<file path="src/rtl/pipe_ctrl_pkg.sv">
// Shared types and constants for the pipeline interlock/flush controller.
package pipe_ctrl_pkg;

   // Register-address width used by the ID-stage operand and destination fields.
   localparam int unsigned ADDR_W = 5;

   typedef enum logic [1:0] {
      StRun   = 2'd0,
      StStall = 2'd1,
      StFlush = 2'd2
   } state_e;

   // One in-flight destination register.
   typedef struct packed {
      logic              valid;
      logic [ADDR_W-1:0] addr;
   } sb_entry_t;

   // $0 is hard-wired to zero, so a write to it can never create a dependency.
   function automatic logic addr_hit(sb_entry_t e, logic [ADDR_W-1:0] r);
      return e.valid && (e.addr == r) && (r != '0);
   endfunction

endpackage

</file>
<file path="src/rtl/hazard_scoreboard.sv">
// Shift-register record of destination registers in EX, MEM and WB, with
// two parallel lookups for the ID-stage source operands.
module hazard_scoreboard
   import pipe_ctrl_pkg::*;
#(
   parameter int unsigned DEPTH     = 3,
   parameter bit          RF_BYPASS = 1'b0
) (
   input  logic              clk_i,
   input  logic              rst_n,
   input  logic              ins_valid_i,
   input  logic [ADDR_W-1:0] ins_addr_i,
   input  logic [ADDR_W-1:0] rs_i,
   input  logic [ADDR_W-1:0] rt_i,
   output logic              rs_match_o,
   output logic              rt_match_o
);

   // With a write-through RF the oldest entry is already readable at ID.
   localparam int unsigned MatchDepth = RF_BYPASS ? DEPTH - 1 : DEPTH;

   sb_entry_t sb_q [DEPTH];

   // Advance every entry one stage per cycle; entry 0 takes the issuing instruction.
   always_ff @(posedge clk_i or negedge rst_n) begin
      if (!rst_n) begin
         for (int unsigned k = 0; k < DEPTH; k++) begin
            sb_q[k] <= '0;
         end
      end else begin
         sb_q[0].valid <= ins_valid_i;
         sb_q[0].addr  <= ins_addr_i;
         for (int unsigned k = 1; k < DEPTH; k++) begin
            sb_q[k] <= sb_q[k-1];
         end
      end
   end

   // Compare both source operands against every entry that can still be unwritten.
   always_comb begin
      rs_match_o = 1'b0;
      rt_match_o = 1'b0;
      for (int unsigned k = 0; k < MatchDepth; k++) begin
         if (addr_hit(sb_q[k], rs_i)) begin
            rs_match_o = 1'b1;
         end
         if (addr_hit(sb_q[k], rt_i)) begin
            rt_match_o = 1'b1;
         end
      end
   end

endmodule

</file>
<file path="src/rtl/pipe_hazard_ctrl.sv">
// Interlock and flush sequencer for a 5-stage pipeline without forwarding.
// Stalls PC and IF/ID on a RAW hazard at ID, bubbles ID/EX, and flushes the
// wrong path after a taken branch resolved in EX. Keeps saturating
// stall/flush counters and a sticky deadlock flag.
module pipe_hazard_ctrl
   import pipe_ctrl_pkg::*;
#(
   parameter int unsigned DEPTH     = 3,
   parameter bit          RF_BYPASS = 1'b0,
   parameter int unsigned FLUSH_LEN = 1,
   parameter int unsigned CNT_W     = 16
) (
   input  logic              clk_i,
   input  logic              rst_n,
   input  logic              id_valid_i,
   input  logic [ADDR_W-1:0] id_rs_i,
   input  logic [ADDR_W-1:0] id_rt_i,
   input  logic              id_uses_rs_i,
   input  logic              id_uses_rt_i,
   input  logic              id_reg_write_i,
   input  logic [ADDR_W-1:0] id_wr_reg_i,
   input  logic              ex_br_taken_i,
   output logic              pc_write_o,
   output logic              ifid_write_o,
   output logic              ifid_flush_o,
   output logic              idex_bubble_o,
   output logic [CNT_W-1:0]  stall_cycles_o,
   output logic [CNT_W-1:0]  stall_events_o,
   output logic [CNT_W-1:0]  flush_events_o,
   output logic              err_o
);

   localparam int unsigned FcntW = (FLUSH_LEN > 1) ? $clog2(FLUSH_LEN) : 1;
   localparam int unsigned RunW  = $clog2(DEPTH + 2);
   localparam logic [FcntW-1:0] FcntInit = FcntW'(FLUSH_LEN - 1);
   localparam logic [RunW-1:0]  RunLimit = RunW'(DEPTH);

   state_e           state_q;
   logic [FcntW-1:0] fcnt_q;
   logic [RunW-1:0]  run_q;
   logic [CNT_W-1:0] stall_cycles_q;
   logic [CNT_W-1:0] stall_events_q;
   logic [CNT_W-1:0] flush_events_q;
   logic             err_q;

   logic rs_match;
   logic rt_match;
   logic hazard;
   logic flush;
   logic stalled;
   logic sb_ins;

   hazard_scoreboard #(
      .DEPTH     (DEPTH),
      .RF_BYPASS (RF_BYPASS)
   ) u_scoreboard (
      .clk_i       (clk_i),
      .rst_n       (rst_n),
      .ins_valid_i (sb_ins),
      .ins_addr_i  (id_wr_reg_i),
      .rs_i        (id_rs_i),
      .rt_i        (id_rt_i),
      .rs_match_o  (rs_match),
      .rt_match_o  (rt_match)
   );

   // Hazard, flush and stall qualifiers for the current ID/EX contents.
   always_comb begin
      hazard  = id_valid_i & ((id_uses_rs_i & rs_match) | (id_uses_rt_i & rt_match));
      // Gated by reset so a taken-branch input cannot flush while reset is held.
      flush   = rst_n & (ex_br_taken_i | (state_q == StFlush));
      stalled = hazard & ~flush;
      // Only instructions that actually issue into EX become producers.
      sb_ins  = id_valid_i & id_reg_write_i & (id_wr_reg_i != '0) & ~hazard & ~flush;
   end

   // Pipeline-register enables; flush wins over hazard.
   always_comb begin
      pc_write_o    = flush | ~hazard;
      ifid_write_o  = flush | ~hazard;
      ifid_flush_o  = flush;
      idex_bubble_o = flush | hazard;
   end

   assign stall_cycles_o = stall_cycles_q;
   assign stall_events_o = stall_events_q;
   assign flush_events_o = flush_events_q;
   assign err_o          = err_q;

   // Sequencer state, flush length counter, performance counters and deadlock flag.
   always_ff @(posedge clk_i or negedge rst_n) begin
      if (!rst_n) begin
         state_q        <= StRun;
         fcnt_q         <= '0;
         run_q          <= '0;
         stall_cycles_q <= '0;
         stall_events_q <= '0;
         flush_events_q <= '0;
         err_q          <= 1'b0;
      end else begin
         unique case (state_q)
            StRun: begin
               if (ex_br_taken_i) begin
                  if (FLUSH_LEN > 1) begin
                     state_q <= StFlush;
                     fcnt_q  <= FcntInit;
                  end
               end else if (hazard) begin
                  state_q <= StStall;
                  if (~&stall_events_q) begin
                     stall_events_q <= stall_events_q + 1'b1;
                  end
               end
            end
            StStall: begin
               if (ex_br_taken_i) begin
                  state_q <= (FLUSH_LEN > 1) ? StFlush : StRun;
                  fcnt_q  <= FcntInit;
               end else if (!hazard) begin
                  state_q <= StRun;
               end
            end
            StFlush: begin
               // A new taken branch restarts the flush window.
               if (ex_br_taken_i) begin
                  fcnt_q <= FcntInit;
               end else if (fcnt_q == FcntW'(1)) begin
                  state_q <= hazard ? StStall : StRun;
               end else begin
                  fcnt_q <= fcnt_q - 1'b1;
               end
            end
            default: begin
               state_q <= StRun;
            end
         endcase

         if (stalled) begin
            if (~&stall_cycles_q) begin
               stall_cycles_q <= stall_cycles_q + 1'b1;
            end
            if (run_q < RunLimit) begin
               run_q <= run_q + 1'b1;
            end
            // This cycle is stall number run_q+1; more than DEPTH means nothing will drain.
            if (run_q >= RunLimit) begin
               err_q <= 1'b1;
            end
         end else begin
            run_q <= '0;
         end

         if (ex_br_taken_i && ~&flush_events_q) begin
            flush_events_q <= flush_events_q + 1'b1;
         end
      end
   end

endmodule

</file>
<file path="config.mk">
export PLATFORM = sky130hd
export DESIGN_NAME = pipe_hazard_ctrl
export DESIGN_NICKNAME = d
export VERILOG_FILES = /design/src/rtl/pipe_ctrl_pkg.sv /design/src/rtl/hazard_scoreboard.sv /design/src/rtl/pipe_hazard_ctrl.sv
export SDC_FILE = /design/constraint.sdc
export NUM_CORES = 1
export LEC_CHECK = 0
export CAP_MARGIN = 25
export CORE_ASPECT_RATIO = 0.5
export CORE_MARGIN = 3
export CORE_UTILIZATION = 45
export DETAILED_ROUTE_END_ITERATION = 12
export PLACE_DENSITY = 0.73
export SYNTH_ARGS = -nofsm -noshare
export SYNTH_HDL_FRONTEND = slang
export SYNTH_SLANG_ARGS = --single-unit
</file>
<file path="constraint.sdc">
create_clock -name clk_i -period 2.9 [get_ports clk_i]
set_input_delay 0.58 -clock clk_i [delete_from_list [all_inputs] [get_ports clk_i]]
set_output_delay 0.58 -clock clk_i [all_outputs]
set_load 0.005 [all_outputs]
</file>
### Word level (Yosys, flattened, before mapping)

Index checks and enable logic that the tools add are counted.

| cells by class | value |
|---|---|
| $add $sub $neg | 5 |
| magnitude comparators | 2 |
| equality and inequality tests | 15 |
| muxes and demuxes | 20 |
| bitwise operators | 18 |
| reductions and logical operators | 27 |

Operators with widths:

| kind | number |
|---|---|
| 16-bit by 1-bit adder with 16-bit output, second input constant | 3 |
| 16-bit AND reduction | 3 |
| 5-bit equality test | 6 |
| 5-bit nonzero test | 3 |
| 1-bit logical AND | 13 |
| 2-bit 2-to-1 mux | 6 |
| 1-bit 2-to-1 mux | 10 |
| 2-bit inequality test, second input constant | 5 |
| 1-bit bitwise AND | 9 |
| 3-bit 2-to-1 mux | 2 |
| 2-bit case mux with 3 select lines | 1 |
| 2-bit AND reduction | 3 |
| 1-bit inverter | 5 |
| 5-bit AND reduction | 1 |
| 1-bit OR | 4 |
| 4-bit AND reduction | 1 |
| 3-bit by 1-bit adder with 3-bit output, second input constant | 1 |
| 3-bit by 2-bit greater-or-equal comparator with 1-bit output, second input constant | 1 |
| 3-bit by 2-bit < comparator with 1-bit output, second input constant | 1 |
| 3-bit inequality test, second input constant | 1 |
| 2-bit by 1-bit equality test with 1-bit output, second input constant | 1 |
| 2-bit equality test, second input constant | 1 |
| 2-bit logical NOT | 1 |
| 2-bit by 1-bit inequality test with 1-bit output, second input constant | 1 |
| other kinds (4) | 4 |

| word-level totals | value |
|---|---|
| bits in registers | 73 |
| input port bits | 22 |

### Logic depth before layout (Yosys ltp)

Gate-level depths: netlist of run 1.

| logic depth | value |
|---|---|
| word-level depth | 13 |
| gate-level depth with buffers | 8 |

### By module

A second synthesis of run 1 with hierarchy kept.

| unflattened totals | value |
|---|---|
| cells, all modules | 326 |
| area total of the unflattened synthesis | 3514.6 µm² |

By module, submodules not included:

| module | instances | cells an instance | area each (µm²) |
|---|---|---|---|
| pipe_hazard_ctrl | 1 | 260 | 2685.1 |
| hazard_scoreboard | 1 | 66 | 829.5 |

### Worst setup path after synthesis of run 1

OpenSTA, ideal clock, no wires.

| timing path | value |
|---|---|
| path kind | input-to-output |
| start point | input port id_rs_i[1] |
| end point | output port pc_write_o |
| arrival | 1.894 ns |
| required time | 2.320 ns |
| slack | 0.426 ns |
| stages on the path | 5 |
| buffers on the path | 1 |
| cells stage by stage | or4_1 o21ai_1 a31oi_4 o21ai_1 buf_4 |

| on the way | value |
|---|---|
| longest elaborated chain between the ends | 11 |
| elaborated cells between the ends (all ways) | 18 |
| those cells by class | eq/ne (3); mux (3); bitwise (5); reduce/logical (7) |

RTL lines:

| what | line | text |
|---|---|---|
| from (decl) | pipe_hazard_ctrl.sv:16 | `input logic [ADDR_W-1:0] id_rs_i,` |
| 5-bit equality test | pipe_ctrl_pkg.sv:21 | `return e.valid && (e.addr == r) && (r != '0);` |
| 1-bit logical AND (2 in series) | pipe_ctrl_pkg.sv:21 |  |
| 1-bit 2-to-1 mux (2 in series) | hazard_scoreboard.sv:44 | `if (addr_hit(sb_q[k], rs_i)) begin` |
| 1-bit 2-to-1 mux * | hazard_scoreboard.sv:44 |  |
| 1-bit bitwise AND * | pipe_hazard_ctrl.sv:69 | `hazard = id_valid_i & ((id_uses_rs_i & rs_match) \| (id_uses_rt_i & rt_match));` |
| 1-bit OR * | pipe_hazard_ctrl.sv:69 |  |
| 1-bit bitwise AND * | pipe_hazard_ctrl.sv:69 |  |
| 1-bit inverter * | n/a |  |
| 1-bit OR * | n/a |  |
| to (decl) | pipe_hazard_ctrl.sv:23 | `output logic pc_write_o,` |

Mark *: on every way between the ends. The rest lies on a longest branch, timed or not.

### Worst setup path in the final report of run 1

| timing path | value |
|---|---|
| start point | input port id_rs_i[1] |
| end point | output port pc_write_o |

| on the way | value |
|---|---|
| longest elaborated chain between the ends | 11 |
| elaborated cells between the ends (all ways) | 18 |
| those cells by class | eq/ne (3); mux (3); bitwise (5); reduce/logical (7) |

RTL lines:

| what | line | text |
|---|---|---|
| 5-bit equality test | pipe_ctrl_pkg.sv:21 |  |
| 1-bit logical AND (2 in series) | pipe_ctrl_pkg.sv:21 |  |
| 1-bit 2-to-1 mux (2 in series) | hazard_scoreboard.sv:44 |  |
| 1-bit 2-to-1 mux * | hazard_scoreboard.sv:44 |  |
| 1-bit bitwise AND * | pipe_hazard_ctrl.sv:69 |  |
| 1-bit OR * | pipe_hazard_ctrl.sv:69 |  |
| 1-bit bitwise AND * | pipe_hazard_ctrl.sv:69 |  |
| 1-bit inverter * | pipe_hazard_ctrl.sv:79 | `pc_write_o = flush \| ~hazard;` |
| 1-bit OR * | pipe_hazard_ctrl.sv:79 |  |

Marks and branches as above.

==> impl_summary.txt, run 1 <==
----------------------------------------------------
[Power and ir drop]
  Clock network fraction of design power ... 0.430
  VDD IR-drop max ... 0.0003533 V
  Portion of total power attributed to sequential cells ... 0.438
  Comb power frac ... 0.132
  Switching portion of total power ... 0.2401
  Static Leak ... about 2.1 nW
  Net switching power figure ... between 0.0006 and 0.0007 W
  Power density over the cells ... ~560 mW/mm2
  P_int ... 0.002006 W
  Sum of internal, switching and leakage power ... about 0.0026 W

[Cells and area]
  Area of the multi-input gates ... 0.001573 mm2
  Count of filler cells inserted in the layout ... approximately 550
  Number of nets in the layout ... 434
  Diodes inserted ... 0
  Commonest non-fill, non-tap cell in the layout ... sky130_fd_sc_hd__dfrtp_1
  Sequential cell area ... 0.001777 mm2
  Top library cells by usage in the layout, fill and taps aside ... sky130_fd_sc_hd__dfrtp_1 (71), sky130_fd_sc_hd__clkdlybuf4s50_1 (60), sky130_fd_sc_hd__xor2_1 (51)
  Area growth from synthesis to final layout ... 40.16%
  Ratio of cells with drive above 1 in the final layout ... 0.1432

[Clock tree]
  Bufs on Longest Clock Path ... 2
  Sink Count ... 71
  Clock tree from TritonCTS ... built
  Clock latency of the later-clocked register in the worst-skew pair ... around 0.33 ns
  Clock slew seen by the registers of the worst setup and hold paths ... 0.05 ns
  Clock buffers created by TritonCTS ... 9
  Root cell of the clock tree ... sky130_fd_sc_hd__clkbuf_16
  # hold bufs at CTS ... 0
  Level count of the clock H-tree ... 3

[Synth]
  Synthesized area per cell ... approximately 11 um2
  Post-synthesis sequential element count ... 71
  Synth Cell Area ... between 0.003 and 0.004 mm2
  Number of instances in the synthesized netlist ... 300
  Post-synthesis cell type count ... 35
  Number of nets in the synthesized netlist ... 327
  Sequential-to-total area share from yosys stat ... 0.5285
  Biggest area consumer among synthesized cells ... sky130_fd_sc_hd__dfrtp_1
  Cells taking the most area after synthesis ... sky130_fd_sc_hd__dfrtp_1 (53%), sky130_fd_sc_hd__xor2_1 (13%), sky130_fd_sc_hd__xnor2_1 (6.0%), sky130_fd_sc_hd__nand3_1 (3.7%), sky130_fd_sc_hd__nor2_1 (3.3%)
  Share of the synthesized area in the top cell type ... 0.5285
  Count of synthesis-stage warnings from yosys ... 0

[Floorplan]
  Number of placement rows ... 21
  Overall die width ... 128.2 um
  Initial cell density of the core ... 0.4828
  Top-level I/O count ... 75
  Floorplan Core Area ... 0.006963 mm2
  Die area ... 0.008607 mm2
  Die height ... 67.12 um

[Timing]
  Post-route minimum period ... around 2.8 ns
  Final hold violation count ... 0
  Period utilization ... 0.9736
  Max Fclk ... 354.2 MHz
  Sum of negative setup slack ... 0 ns
  Max-Slew Margin vs Limit ... 0.4056
  Worst Tran Pin Value ... 0.8916 ns
  Endpoints failing setup ... 0
  Clock skew after layout ... roughly 0.0051 ns
  Final Max Slew Viols ... 0
  Final-layout worst hold slack ... 0.4274 ns

[Placed design]
  HPWL after detailed placement ... 5.982 mm
  Port buffer count ... 74
  Global placer's final weighted congestion ... around 0.93

[Global routing]
  Global-route wire length before repair ... 13.81 mm
  Sum of overflow across all layers after global routing ... 0
  Via count of the first global-routing pass ... 2778
  Antenna violations before repair ... 0
  Maximum number of pins on one net before global-route repair ... 72
  Global router's overall resource usage ... 0.2053

[Route]
  Total Routed Length ... 8.130 mm
  Routed len/inst ... around 16 um
  DRT iter0 DRCs ... around 150
  Antenna Nets Post-Route ... 0
  Detailed-route DRC error count ... 0
  Average vias per placed instance ... between 5 and 6
  DRT Pass-1 Iters ... 4
  Total vias in the final route ... between 2000 and 3000

[Critical path]
  Number of buffers and inverters on the critical path ... 3
  Series of cell instances along the critical path ... dlygate4sd2_1 -> or4_1 -> o21ai_2 -> a31oi_4 -> buf_4 -> o21ai_4 -> clkdlybuf4s15_1
  Critical setup path kind ... in2out
  Slowest library cell on the worst path ... sky130_fd_sc_hd__or4_1
  Data arrival at the endpoint of the critical path ... between 2 and 2.5 ns
  Family of cells with the greatest summed delay on the critical path ... buffers and inverters
  Worst path max stage delay ... 0.56 ns
  Endpoint kind of the worst setup timing path ... output port
  Highest net fanout along the worst path ... 4
  Required time worst endpoint ... 2.32 ns
  Startpoint type of the worst setup path ... input pin

[Job]
  Max capacitance violation total ... 0

[Run status]
  Outcome ... completed

[Hold path]
  Min-delay worst type ... reg2reg

----------------------------------------------------
[synthesized netlist by cell type (all sizes together)]
cell	count
buf	2
o21bai	3
xnor2	23
dfrtp	71
or3	1
and2	3
a31oi	2
and3	3
ha	5
nor2b	2
a211oi	2
nor3b	4
xor2	51
mux2	2
nand2b	3
nor2	31
inv	6
nor4	8
nand2	19
or4	4
o2111a	1
o21ai	7
nand3	25
and4	4
nor3	7
nand4	7
o21a	1
a41o	1
a21oi	2
[power by group through the flow]
| stage | registers [W] | clock network, W | logic [W] |
|---|---|---|---|
| global placement | 0.00117 | 0 | 0.000345 |
| finish | 0.00116 | 0.00114 | 0.000349 |
| detailed placement | 0.00118 | 0 | 0.000356 |
| floorplan | 0.00116 | 0 | 0.000130 |
| global route | 0.00117 | 0.00120 | 0.000382 |
| CTS | 0.00116 | 0.00115 | 0.000355 |
[repair_timing]
action / in CTS / in global routing
pin swaps: 12 / 8
hold endpoints to repair: 0 / 0
resized for setup: 18 / 7
buffers inserted: 3 / 1
cloned: 0 / 0
endpoints found under the setup margin: 3 / 3
[final cells by class]
cell class / count / area share
Clock inverter: 3 / 0.008497
Multi-Input combinational cell: 221 / 0.3338
Inverter: 6 / 0.004780
Clock buffer: 13 / 0.05736
Sequential cell: 71 / 0.3771
Tap cell: 92 / 0.02443
Timing Repair Buffer: 98 / 0.1941
[stage by stage]
step / instances / cell area [um2] / utilization / setup slack (ns)
after floorplan: 300 / 3362 / - / 0.4265
after global placement: 484 / 4360 / 0.6262 / -0.4516
after detailed placement: 484 / 4360 / 0.6262 / -0.4980
after CTS: 503 / 4695 / 0.6742 / 0.004122
after global routing: 504 / 4712 / 0.6767 / -0.03165
final: 504 / 4712 / 0.6767 / 0.07668
[worst register-to-register path: stages (launching register included)]
cell and delay [ns]:
sky130_fd_sc_hd__dfrtp_1 0.43, sky130_fd_sc_hd__xor2_1 0.17, sky130_fd_sc_hd__nor4_1 0.32, sky130_fd_sc_hd__nand3_1 0.20, sky130_fd_sc_hd__a31oi_4 0.18, sky130_fd_sc_hd__buf_4 0.14
sky130_fd_sc_hd__buf_4 0.10, sky130_fd_sc_hd__buf_4 0.11, sky130_fd_sc_hd__o21bai_4 0.13, sky130_fd_sc_hd__buf_12 0.17, sky130_fd_sc_hd__nor2_1 0.14, sky130_fd_sc_hd__xor2_1 0.19
[per-layer routing]
layer	up-vias	track usage	routed length (um)
met1	1268	0.2764	3752
li1	1243	-	-
met4	0	0.05556	106
met5	-	0	0
met2	55	0.3290	3952
met3	14	0.05765	320
[state kept, by name, summed over array words and instances, names as in the netlist]
signal,flops
u_scoreboard.sb_q,18
flush_events_o,16
stall_cycles_o,16
stall_events_o,16
run_q,3
err_o,1
state_q,1
[kinds of logic (layout without fill, tap and decap cells)]
logic type                 after synthesis  in the layout  synth area share
buffers and inverters                    8            120           0.01116
adders and majority gates                5              5           0.01861
xor gates and xnor gates                74             74            0.1928
and+or+nand+nor                        121            121            0.1909
AOI/OAI and AO/OA                       19             19           0.05136
DFF                                     71             71            0.5285
muxes                                    2              2          0.006698
[path summary, 6_finish.rpt]
path	from	slack (ns)	cells after the start	endpoint
min in group asynchronous	rst_n	0.50	2	stall_cycles_o[10]
worst max-delay path	id_rs_i[1]	0.08	7	pc_write_o
max in group asynchronous	rst_n	1.80	2	flush_events_o[6]
worst min register to register	u_scoreboard.sb_q[17]	0.43	0	u_scoreboard.sb_q[11]
worst min-delay path	u_scoreboard.sb_q[17]	0.43	0	u_scoreboard.sb_q[11]
worst max register to register	u_scoreboard.sb_q[10]	0.54	11	stall_events_o[13]
No activity file was read; power rests on OpenSTA's default activity.
==> run 2: changes to the inputs <==
--- a/config.mk
+++ b/config.mk
@@ -8,9 +8,9 @@
 export CAP_MARGIN = 25
 export CORE_ASPECT_RATIO = 0.5
 export CORE_MARGIN = 3
-export CORE_UTILIZATION = 45
+export CORE_UTILIZATION = 35
 export DETAILED_ROUTE_END_ITERATION = 12
-export PLACE_DENSITY = 0.73
 export SYNTH_ARGS = -nofsm -noshare
 export SYNTH_HDL_FRONTEND = slang
+export SYNTH_HIERARCHICAL = 1
 export SYNTH_SLANG_ARGS = --single-unit
==> impl_summary.txt, run 2 <==
----------------------------------------------------
[Cells and area]
  Utilization after layout ... 0.5084 (was 0.6767)
  Number of nets in the layout ... 454 (was 434)
  Most flops, register ... u_scoreboard/sb_q (was u_scoreboard.sb_q)
  Cell area after layout ... 0.004882 mm2 (was 0.004712 mm2)
  Number of standard cells in the layout, taps in and fillers out ... 567 (was 504)
  Flip-flop count of the largest register, all copies and words added ... 18 (unchanged)
  Top library cells by usage in the layout, fill and taps aside ... sky130_fd_sc_hd__dfrtp_1 (71), sky130_fd_sc_hd__clkdlybuf4s50_1 (60), sky130_fd_sc_hd__xor2_1 (40) (was sky130_fd_sc_hd__dfrtp_1 (71), sky130_fd_sc_hd__clkdlybuf4s50_1 (60), sky130_fd_sc_hd__xor2_1 (51))
  Ratio of cells with drive above 1 in the final layout ... 0.1690 (was 0.1432)
  Commonest non-fill, non-tap cell in the layout ... sky130_fd_sc_hd__dfrtp_1 (unchanged)
  Area growth from synthesis to final layout ... 38.91% (was 40.16%)
  Diodes inserted ... 0 (unchanged)

[Timing]
  Post-route minimum period ... 2.821 ns (was 2.823 ns)
  Period utilization ... 0.9727 (was 0.9736)
  Max Fclk ... 354.5 MHz (was 354.2 MHz)
  Max-Slew Margin vs Limit ... 0.4149 (was 0.4056)
  Endpoints failing setup ... 0 (unchanged)
  Final Max Slew Viols ... 0 (unchanged)
  Unrepaired setup endpoints after global routing ... no
  Final hold violation count ... 0 (unchanged)
  Sum of negative setup slack ... 0 ns (unchanged)
  Worst Tran Pin Value ... 0.8776 ns (was 0.8916 ns)
  Clock skew after layout ... 0.004590 ns (was 0.005065 ns)

[Global routing]
  Global router's overall resource usage ... 0.1580 (was 0.2053)
  Maximum number of pins on one net before global-route repair ... 72 (unchanged)
  Global-route wire length before repair ... 14.66 mm (was 13.81 mm)
  Antenna violations before repair ... 0 (unchanged)
  Via count of the first global-routing pass ... 2899 (was 2778)
  Sum of overflow across all layers after global routing ... 0 (unchanged)

[Synth]
  Biggest area consumer among synthesized cells ... sky130_fd_sc_hd__dfrtp_1 (unchanged)
  Most repeated cell in the gate-level netlist after synthesis ... sky130_fd_sc_hd__dfrtp_1 (unchanged)
  Number of instances in the synthesized netlist ... 326 (was 300)
  Predominant post-synthesis flop cell ... sky130_fd_sc_hd__dfrtp_1 (unchanged)
  Count of synthesis-stage warnings from yosys ... 6 (was 0)
  Cells taking the most area after synthesis ... sky130_fd_sc_hd__dfrtp_1 (51%), sky130_fd_sc_hd__xor2_1 (10%), sky130_fd_sc_hd__xnor2_1 (6.5%), sky130_fd_sc_hd__nand4_1 (3.2%), sky130_fd_sc_hd__nor4_1 (3.0%) (was sky130_fd_sc_hd__dfrtp_1 (53%), sky130_fd_sc_hd__xor2_1 (13%), sky130_fd_sc_hd__xnor2_1 (6.0%), sky130_fd_sc_hd__nand3_1 (3.7%), sky130_fd_sc_hd__nor2_1 (3.3%))
  Post-synthesis cell type count ... 45 (was 35)
  Synthesized area per cell ... 10.78 um2 (was 11.21 um2)
  Leading cell types by count after synthesis ... sky130_fd_sc_hd__dfrtp_1 (71), sky130_fd_sc_hd__xor2_1 (41), sky130_fd_sc_hd__xnor2_1 (26) (was sky130_fd_sc_hd__dfrtp_1 (71), sky130_fd_sc_hd__xor2_1 (51), sky130_fd_sc_hd__nor2_1 (30))
  Number of nets in the synthesized netlist ... 353 (was 327)
  Sequential-to-total area share from yosys stat ... 0.5055 (was 0.5285)
  Synth async-reset ratio ... 1.000 (unchanged)
  Post-synth EDFFs ... 0 (unchanged)
  Synth Cell Area ... 0.003515 mm2 (was 0.003362 mm2)
  Share of the synthesized area in the top cell type ... 0.5055 (was 0.5285)
  Post-synthesis sequential element count ... 71 (unchanged)

[Critical path]
  Family of cells with the greatest summed delay on the critical path ... buffers and inverters (unchanged)
  Critical path's most frequent cell ... sky130_fd_sc_hd__buf_4
  Endpoint kind of the worst setup timing path ... flip-flop (was output port)
  Number of buffers and inverters on the critical path ... 11 (was 3)
  Required time worst endpoint ... 3.16 ns (was 2.32 ns)
  Startpoint type of the worst setup path ... input pin (unchanged)
  Series of cell instances along the critical path ... buf_2 -> or4_1 -> nor2_1 -> a21oi_2 -> a22o_1 -> buf_4 -> nand2_4 -> nand2_2 -> buf_4 -> buf_4 -> buf_4 -> buf_4 -> buf_4 -> buf_4 -> buf_4 -> buf_4 -> buf_4 -> nor2_1 (was dlygate4sd2_1 -> or4_1 -> o21ai_2 -> a31oi_4 -> buf_4 -> o21ai_4 -> clkdlybuf4s15_1)
  Data arrival at the endpoint of the critical path ... 3.08 ns (was 2.24 ns)
  Highest net fanout along the worst path ... 4 (unchanged)
  Worst path max stage delay ... 0.52 ns (was 0.56 ns)
  Critical setup path kind ... in2reg (was in2out)
  Slowest library cell on the worst path ... sky130_fd_sc_hd__or4_1 (unchanged)

[Clock tree]
  Clock buffers created by TritonCTS ... 9 (unchanged)
  Clock tree from TritonCTS ... built (unchanged)
  Clock latency of the later-clocked register in the worst-skew pair ... 0.32 ns (was 0.33 ns)
  Bufs on Longest Clock Path ... 2 (unchanged)
  # hold bufs at CTS ... 0 (unchanged)
  Clock slew seen by the registers of the worst setup and hold paths ... 0.05 ns (about the same)
  Root cell of the clock tree ... sky130_fd_sc_hd__clkbuf_16 (unchanged)
  Sink Count ... 71 (unchanged)
  Level count of the clock H-tree ... 3 (unchanged)

[Route]
  Detailed-route DRC error count ... 0 (unchanged)
  DRT Pass-1 Iters ... 4 (unchanged)
  Average vias per placed instance ... 5.108 (was 5.119)
  Total Routed Length ... 8.572 mm (was 8.130 mm)
  Routed len/inst ... 15.12 um (was 16.13 um)
  Antenna Nets Post-Route ... 0 (unchanged)
  Total vias in the final route ... 2896 (was 2580)
  DRT iter0 DRCs ... 145 (was 146)

[Floorplan]
  Die area ... 0.01135 mm2 (was 0.008607 mm2)
  Initial cell density of the core ... 0.3660 (was 0.4828)
  Number of placement rows ... 25 (was 21)
  Top-level I/O count ... 75 (unchanged)
  Die height ... 76.86 um (was 67.12 um)
  Overall die width ... 147.7 um (was 128.2 um)
  Floorplan Core Area ... 0.009603 mm2 (was 0.006963 mm2)

[Power and ir drop]
  VDD IR-drop max ... 0.0002767 V (was 0.0003533 V)
  Static Leak ... 2.116 nW (was 2.149 nW)
  Power density over the cells ... 555.0 mW/mm2 (was 560.3 mW/mm2)

[Placed design]
  Placed insts ... 542 (was 484)
  Port buffer count ... 74 (unchanged)
  Global placer's final weighted congestion ... 0.9418 (was 0.9323)
  Post-Place Cell Area ... 0.004491 mm2 (was 0.004360 mm2)
  HPWL after detailed placement ... 6.234 mm (was 5.982 mm)

[Job]
  Max capacitance violation total ... 0 (unchanged)

[Hold path]
  Min-delay worst type ... reg2reg (unchanged)

[Run status]
  Outcome ... completed (unchanged)

----------------------------------------------------
## run 2: cell count changes in the layout (fill, tap and decap cells not counted), sizes merged, moves of 7 or more
cell         before  now
nor2             31   17
nand4             7   18
xor2             51   41
dlygate4sd2       7    0
nand3            25   15
nor4              8   19
## run 2: final cells by class
cell class                 count  area (um2)
fill                         863        4721
clock inverter                 5       56.30
clock buffer                  11       252.7
sequential                    71        1777
timing repair buffer          97       853.3
inverter                       7       26.28
multi-input combinational    241        1748
tap                          135       168.9
## run 2: what timing repair did
item,4_1_cts,5_1_grt
setup buffers,9,0
gates cloned,0,0
pin swaps,8,8
resized for setup,20,33
endpoints found under the setup margin,7,5
## run 2: final timing paths
kind	from	cells past startpoint	slack [ns]	endpoint
max	id_rs_i[1]	18	0.08	u_scoreboard/sb_q[17]
max in group asynchronous	rst_n	2	1.82	flush_events_o[4]
min in group asynchronous	rst_n	2	0.52	stall_events_o[0]
min reg2reg	u_scoreboard/sb_q[17]	0	0.42	u_scoreboard/sb_q[11]
min	u_scoreboard/sb_q[17]	0	0.42	u_scoreboard/sb_q[11]
max reg2reg	u_scoreboard/sb_q[2]	18	0.14	u_scoreboard/sb_q[17]
## run 2: where the power goes
part	internal, W	total, W	switching, W	leakage [nW]
Sequential	0.00107	0.00119	0.000116	0.927
Clock	0.000710	0.00111	0.000403	0.152
Combinational	0.000238	0.000410	0.000171	1.04
Total	0.00202	0.00271	0.000691	2.12
## run 2: cells by family after synthesis
group,count (synthesis),share of synthesized area
compound gates,33,0.06195
mux,4,0.01282
fa+ha+maj,5,0.01780
simple gates,132,0.2179
xor+xnor,67,0.1670
buf+inv,14,0.01709
flops,71,0.5055
## run 2: per-stage QoR
stage | setup slack [ns] | hold WS (ns) | total power (W)
6_report | 0.07905 | 0.4152 | 0.002709
5_1_grt | 0.005103 | 0.4431 | 0.002844
4_1_cts | -0.04964 | 0.4175 | 0.002745
3_5_place_dp | -0.5253 | 0.4019 | 0.001608
3_3_place_gp | -0.4600 | 0.4273 | 0.001594
2_1_floorplan | 0.3105 | 0.2844 | 0.001344
## run 2: worst register-to-register path, stage by stage, from the launching register on
cell                      delay (ns)
sky130_fd_sc_hd__dfrtp_1        0.41
sky130_fd_sc_hd__xor2_1         0.23
sky130_fd_sc_hd__nor4_2         0.09
sky130_fd_sc_hd__a32oi_2        0.20
sky130_fd_sc_hd__a21oi_2        0.09
sky130_fd_sc_hd__a22o_1         0.24
sky130_fd_sc_hd__buf_4          0.15
sky130_fd_sc_hd__nand2_4        0.06
sky130_fd_sc_hd__nand2_2        0.05
sky130_fd_sc_hd__buf_4          0.12
sky130_fd_sc_hd__buf_4          0.12
sky130_fd_sc_hd__buf_4          0.12
sky130_fd_sc_hd__buf_4          0.12
sky130_fd_sc_hd__buf_4          0.12
sky130_fd_sc_hd__buf_4          0.12
sky130_fd_sc_hd__buf_4          0.12
sky130_fd_sc_hd__buf_4          0.12
sky130_fd_sc_hd__buf_4          0.11
sky130_fd_sc_hd__nor2_1         0.09
## run 2: routing by layer
metal / vias up / wire [um] / global-route usage
met3: 7 / 254 / 0.03660
met1: 1460 / 3839 / 0.1963
met4: 0 / 70 / 0.03903
met2: 39 / 4408 / 0.2791
li1: 1390 / - / -
met5: - / 0 / 0
==> run 3: changes to the inputs <==
--- a/config.mk
+++ b/config.mk
@@ -8,9 +8,11 @@
 export CAP_MARGIN = 25
 export CORE_ASPECT_RATIO = 0.5
 export CORE_MARGIN = 3
-export CORE_UTILIZATION = 35
+export CORE_UTILIZATION = 51
 export DETAILED_ROUTE_END_ITERATION = 12
+export PLACE_DENSITY = 0.8
 export SYNTH_ARGS = -nofsm -noshare
 export SYNTH_HDL_FRONTEND = slang
 export SYNTH_HIERARCHICAL = 1
 export SYNTH_SLANG_ARGS = --single-unit
+export TNS_END_PERCENT = 1
==> impl_summary.txt, run 3 (synthesized netlist as in run 2, its figures left out) <==
----------------------------------------------------
[Cells and area]
  Top library cells by usage in the layout, fill and taps aside ... sky130_fd_sc_hd__dfrtp_1 (71), sky130_fd_sc_hd__clkdlybuf4s50_1 (60), sky130_fd_sc_hd__xor2_1 (41) (was sky130_fd_sc_hd__dfrtp_1 (71), sky130_fd_sc_hd__clkdlybuf4s50_1 (60), sky130_fd_sc_hd__xor2_1 (40))
  Ratio of cells with drive above 1 in the final layout ... 0.1238 (was 0.1690)
  Area growth from synthesis to final layout ... 35.17% (was 38.91%)
  Flip-flop count of the largest register, all copies and words added ... 18 (unchanged)
  Number of nets in the layout ... 451 (was 454)
  Diodes inserted ... 0 (unchanged)
  Commonest non-fill, non-tap cell in the layout ... sky130_fd_sc_hd__dfrtp_1 (unchanged)
  Count of filler cells inserted in the layout ... 456 (was 863)
  Most flops, register ... u_scoreboard/sb_q (unchanged)

[Timing]
  Worst Tran Pin Value ... 0.8697 ns (was 0.8776 ns)
  Sum of negative setup slack ... 0 ns (unchanged)
  Final-layout worst hold slack ... 0.4442 ns (was 0.4152 ns)
  Unrepaired setup endpoints after global routing ... no (unchanged)
  Endpoints failing setup ... 0 (unchanged)
  Max Fclk ... 355.8 MHz (was 354.5 MHz)
  Final hold violation count ... 0 (unchanged)
  Final Max Slew Viols ... 0 (unchanged)
  Max-Slew Margin vs Limit ... 0.4202 (was 0.4149)
  Clock skew after layout ... 0.003314 ns (was 0.004590 ns)
  Period utilization ... 0.9693 (was 0.9727)
  Post-route minimum period ... 2.811 ns (was 2.821 ns)

[Route]
  DRT iter0 DRCs ... 195 (was 145)
  Average vias per placed instance ... 5.533 (was 5.108)
  Sum of routed wire segments on met1 ... 3.661 mm (was 3.839 mm)
  Length of routed met2 wiring ... 4.122 mm (was 4.408 mm)
  Total Routed Length ... 8.238 mm (was 8.572 mm)
  Detailed-route DRC error count ... 0 (unchanged)
  Routed len/inst ... 15.97 um (was 15.12 um)
  Total vias in the final route ... 2855 (was 2896)
  Antenna Nets Post-Route ... 0 (unchanged)
  Top layer reached by signal wires ... met4 (unchanged)
  Sum of met3 wire segment lengths after detailed routing ... 357 um (was 254 um)
  DRT Pass-1 Iters ... 5 (was 4)

[Global routing]
  Via count of the first global-routing pass ... 2916 (was 2899)
  Global router's overall resource usage ... 0.2292 (was 0.1580)
  Antenna violations before repair ... 0 (unchanged)
  Maximum number of pins on one net before global-route repair ... 72 (unchanged)
  Sum of overflow across all layers after global routing ... 0 (unchanged)
  Global-route wire length before repair ... 14.02 mm (was 14.66 mm)

[Critical path]
  Worst flop-to-flop path endpoint ... stall_cycles_o[12] (was u_scoreboard/sb_q[17])
  Number of cells on the worst reg-to-reg path ... 10 (was 18)
  Highest net fanout along the worst path ... 4 (unchanged)
  Startpoint type of the worst setup path ... input pin (unchanged)
  Data arrival at the endpoint of the critical path ... 2.23 ns (was 3.08 ns)
  Critical setup path kind ... in2out (was in2reg)
  Endpoint kind of the worst setup timing path ... output port (was flip-flop)
  Required time worst endpoint ... 2.32 ns (was 3.16 ns)
  Start of the worst register-to-register path ... u_scoreboard/sb_q[8] (was u_scoreboard/sb_q[2])
  Reg-to-reg slack, setup ... 0.35 ns (was 0.14 ns)

[Clock tree]
  Sink Count ... 71 (unchanged)
  Clock latency of the later-clocked register in the worst-skew pair ... 0.33 ns (was 0.32 ns)
  # hold bufs at CTS ... 0 (unchanged)
  Clock slew seen by the registers of the worst setup and hold paths ... 0.05 ns (about the same)
  Bufs on Longest Clock Path ... 2 (unchanged)
  Clock tree from TritonCTS ... built (unchanged)
  Level count of the clock H-tree ... 3 (unchanged)
  Root cell of the clock tree ... sky130_fd_sc_hd__clkbuf_16 (unchanged)
  Clock buffers created by TritonCTS ... 9 (unchanged)

[Floorplan]
  Number of placement rows ... 20 (was 25)
  Overall die width ... 123.4 um (was 147.7 um)
  Floorplan Core Area ... 0.006356 mm2 (was 0.009603 mm2)
  Top-level I/O count ... 75 (unchanged)
  Die area ... 0.007984 mm2 (was 0.01135 mm2)
  Die height ... 64.70 um (was 76.86 um)
  Initial cell density of the core ... 0.5530 (was 0.3660)

[Placed design]
  HPWL after detailed placement ... 6.036 mm (was 6.234 mm)
  Port buffer count ... 74 (unchanged)
  Global placer's final weighted congestion ... 0.8968 (was 0.9418)

[Power and ir drop]
  Power density over the cells ... 537.8 mW/mm2 (was 555.0 mW/mm2)
  Static Leak ... 2.060 nW (was 2.116 nW)
  VDD IR-drop max ... 0.0003354 V (was 0.0002767 V)

[Run status]
  Outcome ... completed (unchanged)

[Hold path]
  End of the worst hold path ... u_scoreboard/sb_q[5] (was u_scoreboard/sb_q[11])
  Min-delay worst type ... reg2reg (unchanged)
  Count of cells along the worst hold path ... 0 (unchanged)
  Beginning of the worst hold path ... u_scoreboard/sb_q[11] (was u_scoreboard/sb_q[17])

[Job]
  Max capacitance violation total ... 0 (unchanged)

----------------------------------------------------
[run 3: power breakdown]
part           total (W)  leakage, nW  internal [W]  switching [W]
Clock           0.000967        0.127      0.000596       0.000370
Sequential       0.00119        0.927       0.00107       0.000115
Combinational   0.000403         1.01      0.000235       0.000168
[run 3: per-stage QoR]
stage | setup slack (ns) | util | area [um2] | cells | total power, W
after floorplan | 0.3105 | - | 3515 | 326 | 0.001344
after global placement | -0.4964 | 0.7008 | 4454 | 498 | 0.001587
after detailed placement | -0.5526 | 0.7008 | 4454 | 498 | 0.001603
after CTS | -0.04021 | 0.7469 | 4747 | 516 | 0.002584
after global routing | 0.002180 | 0.7474 | 4751 | 516 | 0.002698
final | 0.08905 | 0.7474 | 4751 | 516 | 0.002555
[run 3: per-layer routing]
layer | vias up | global-route usage
li1 | 1386 | -
met1 | 1390 | 0.2863
met2 | 66 | 0.3840
met3 | 13 | 0.06800
met4 | 0 | 0.07448
met5 | - | 0
[run 3: worst max path at each step]
stage / from / cells past startpoint / slack, ns / to
floorplan: id_rs_i[1] / 7 / 0.31 / pc_write_o
global placement: id_rt_i[3] / 9 / -0.50 / idex_bubble_o
detailed placement: id_rt_i[3] / 9 / -0.55 / idex_bubble_o
CTS: id_rt_i[2] / 10 / -0.04 / pc_write_o
global route: id_rs_i[3] / 10 / 0.002 / idex_bubble_o
finish: id_rs_i[3] / 9 / 0.09 / idex_bubble_o
[run 3: layout make-up]
| cell class | instances | area [um2] | area share |
|---|---|---|---|
| Inverter | 7 | 26.28 | 0.005531 |
| Clock buffer | 14 | 254.0 | 0.05346 |
| Multi-Input combinational cell | 241 | 1703 | 0.3584 |
| Timing Repair Buffer | 94 | 875.8 | 0.1844 |
| Sequential cell | 71 | 1777 | 0.3740 |
| Clock inverter | 1 | 5.005 | 0.001053 |
| Tap cell | 88 | 110.1 | 0.02318 |
[run 3: timing repair]
action | CTS | global route
endpoints found under the hold margin | 0 | 0
endpoints found under the setup margin | 4 | 3
resized for setup | 32 | 5
setup buffers | 3 | 0
pin swaps | 10 | 8
[run 3: critical path, cell delays in order]
cell and delay, ns:
sky130_fd_sc_hd__dlygate4sd2_1 0.30, sky130_fd_sc_hd__or4_1 0.49, sky130_fd_sc_hd__nor2_1 0.15, sky130_fd_sc_hd__a21oi_2 0.05, sky130_fd_sc_hd__a22o_1 0.24, sky130_fd_sc_hd__buf_4 0.14, sky130_fd_sc_hd__nand2_2 0.08, sky130_fd_sc_hd__nand2_2 0.07
sky130_fd_sc_hd__buf_2 0.13
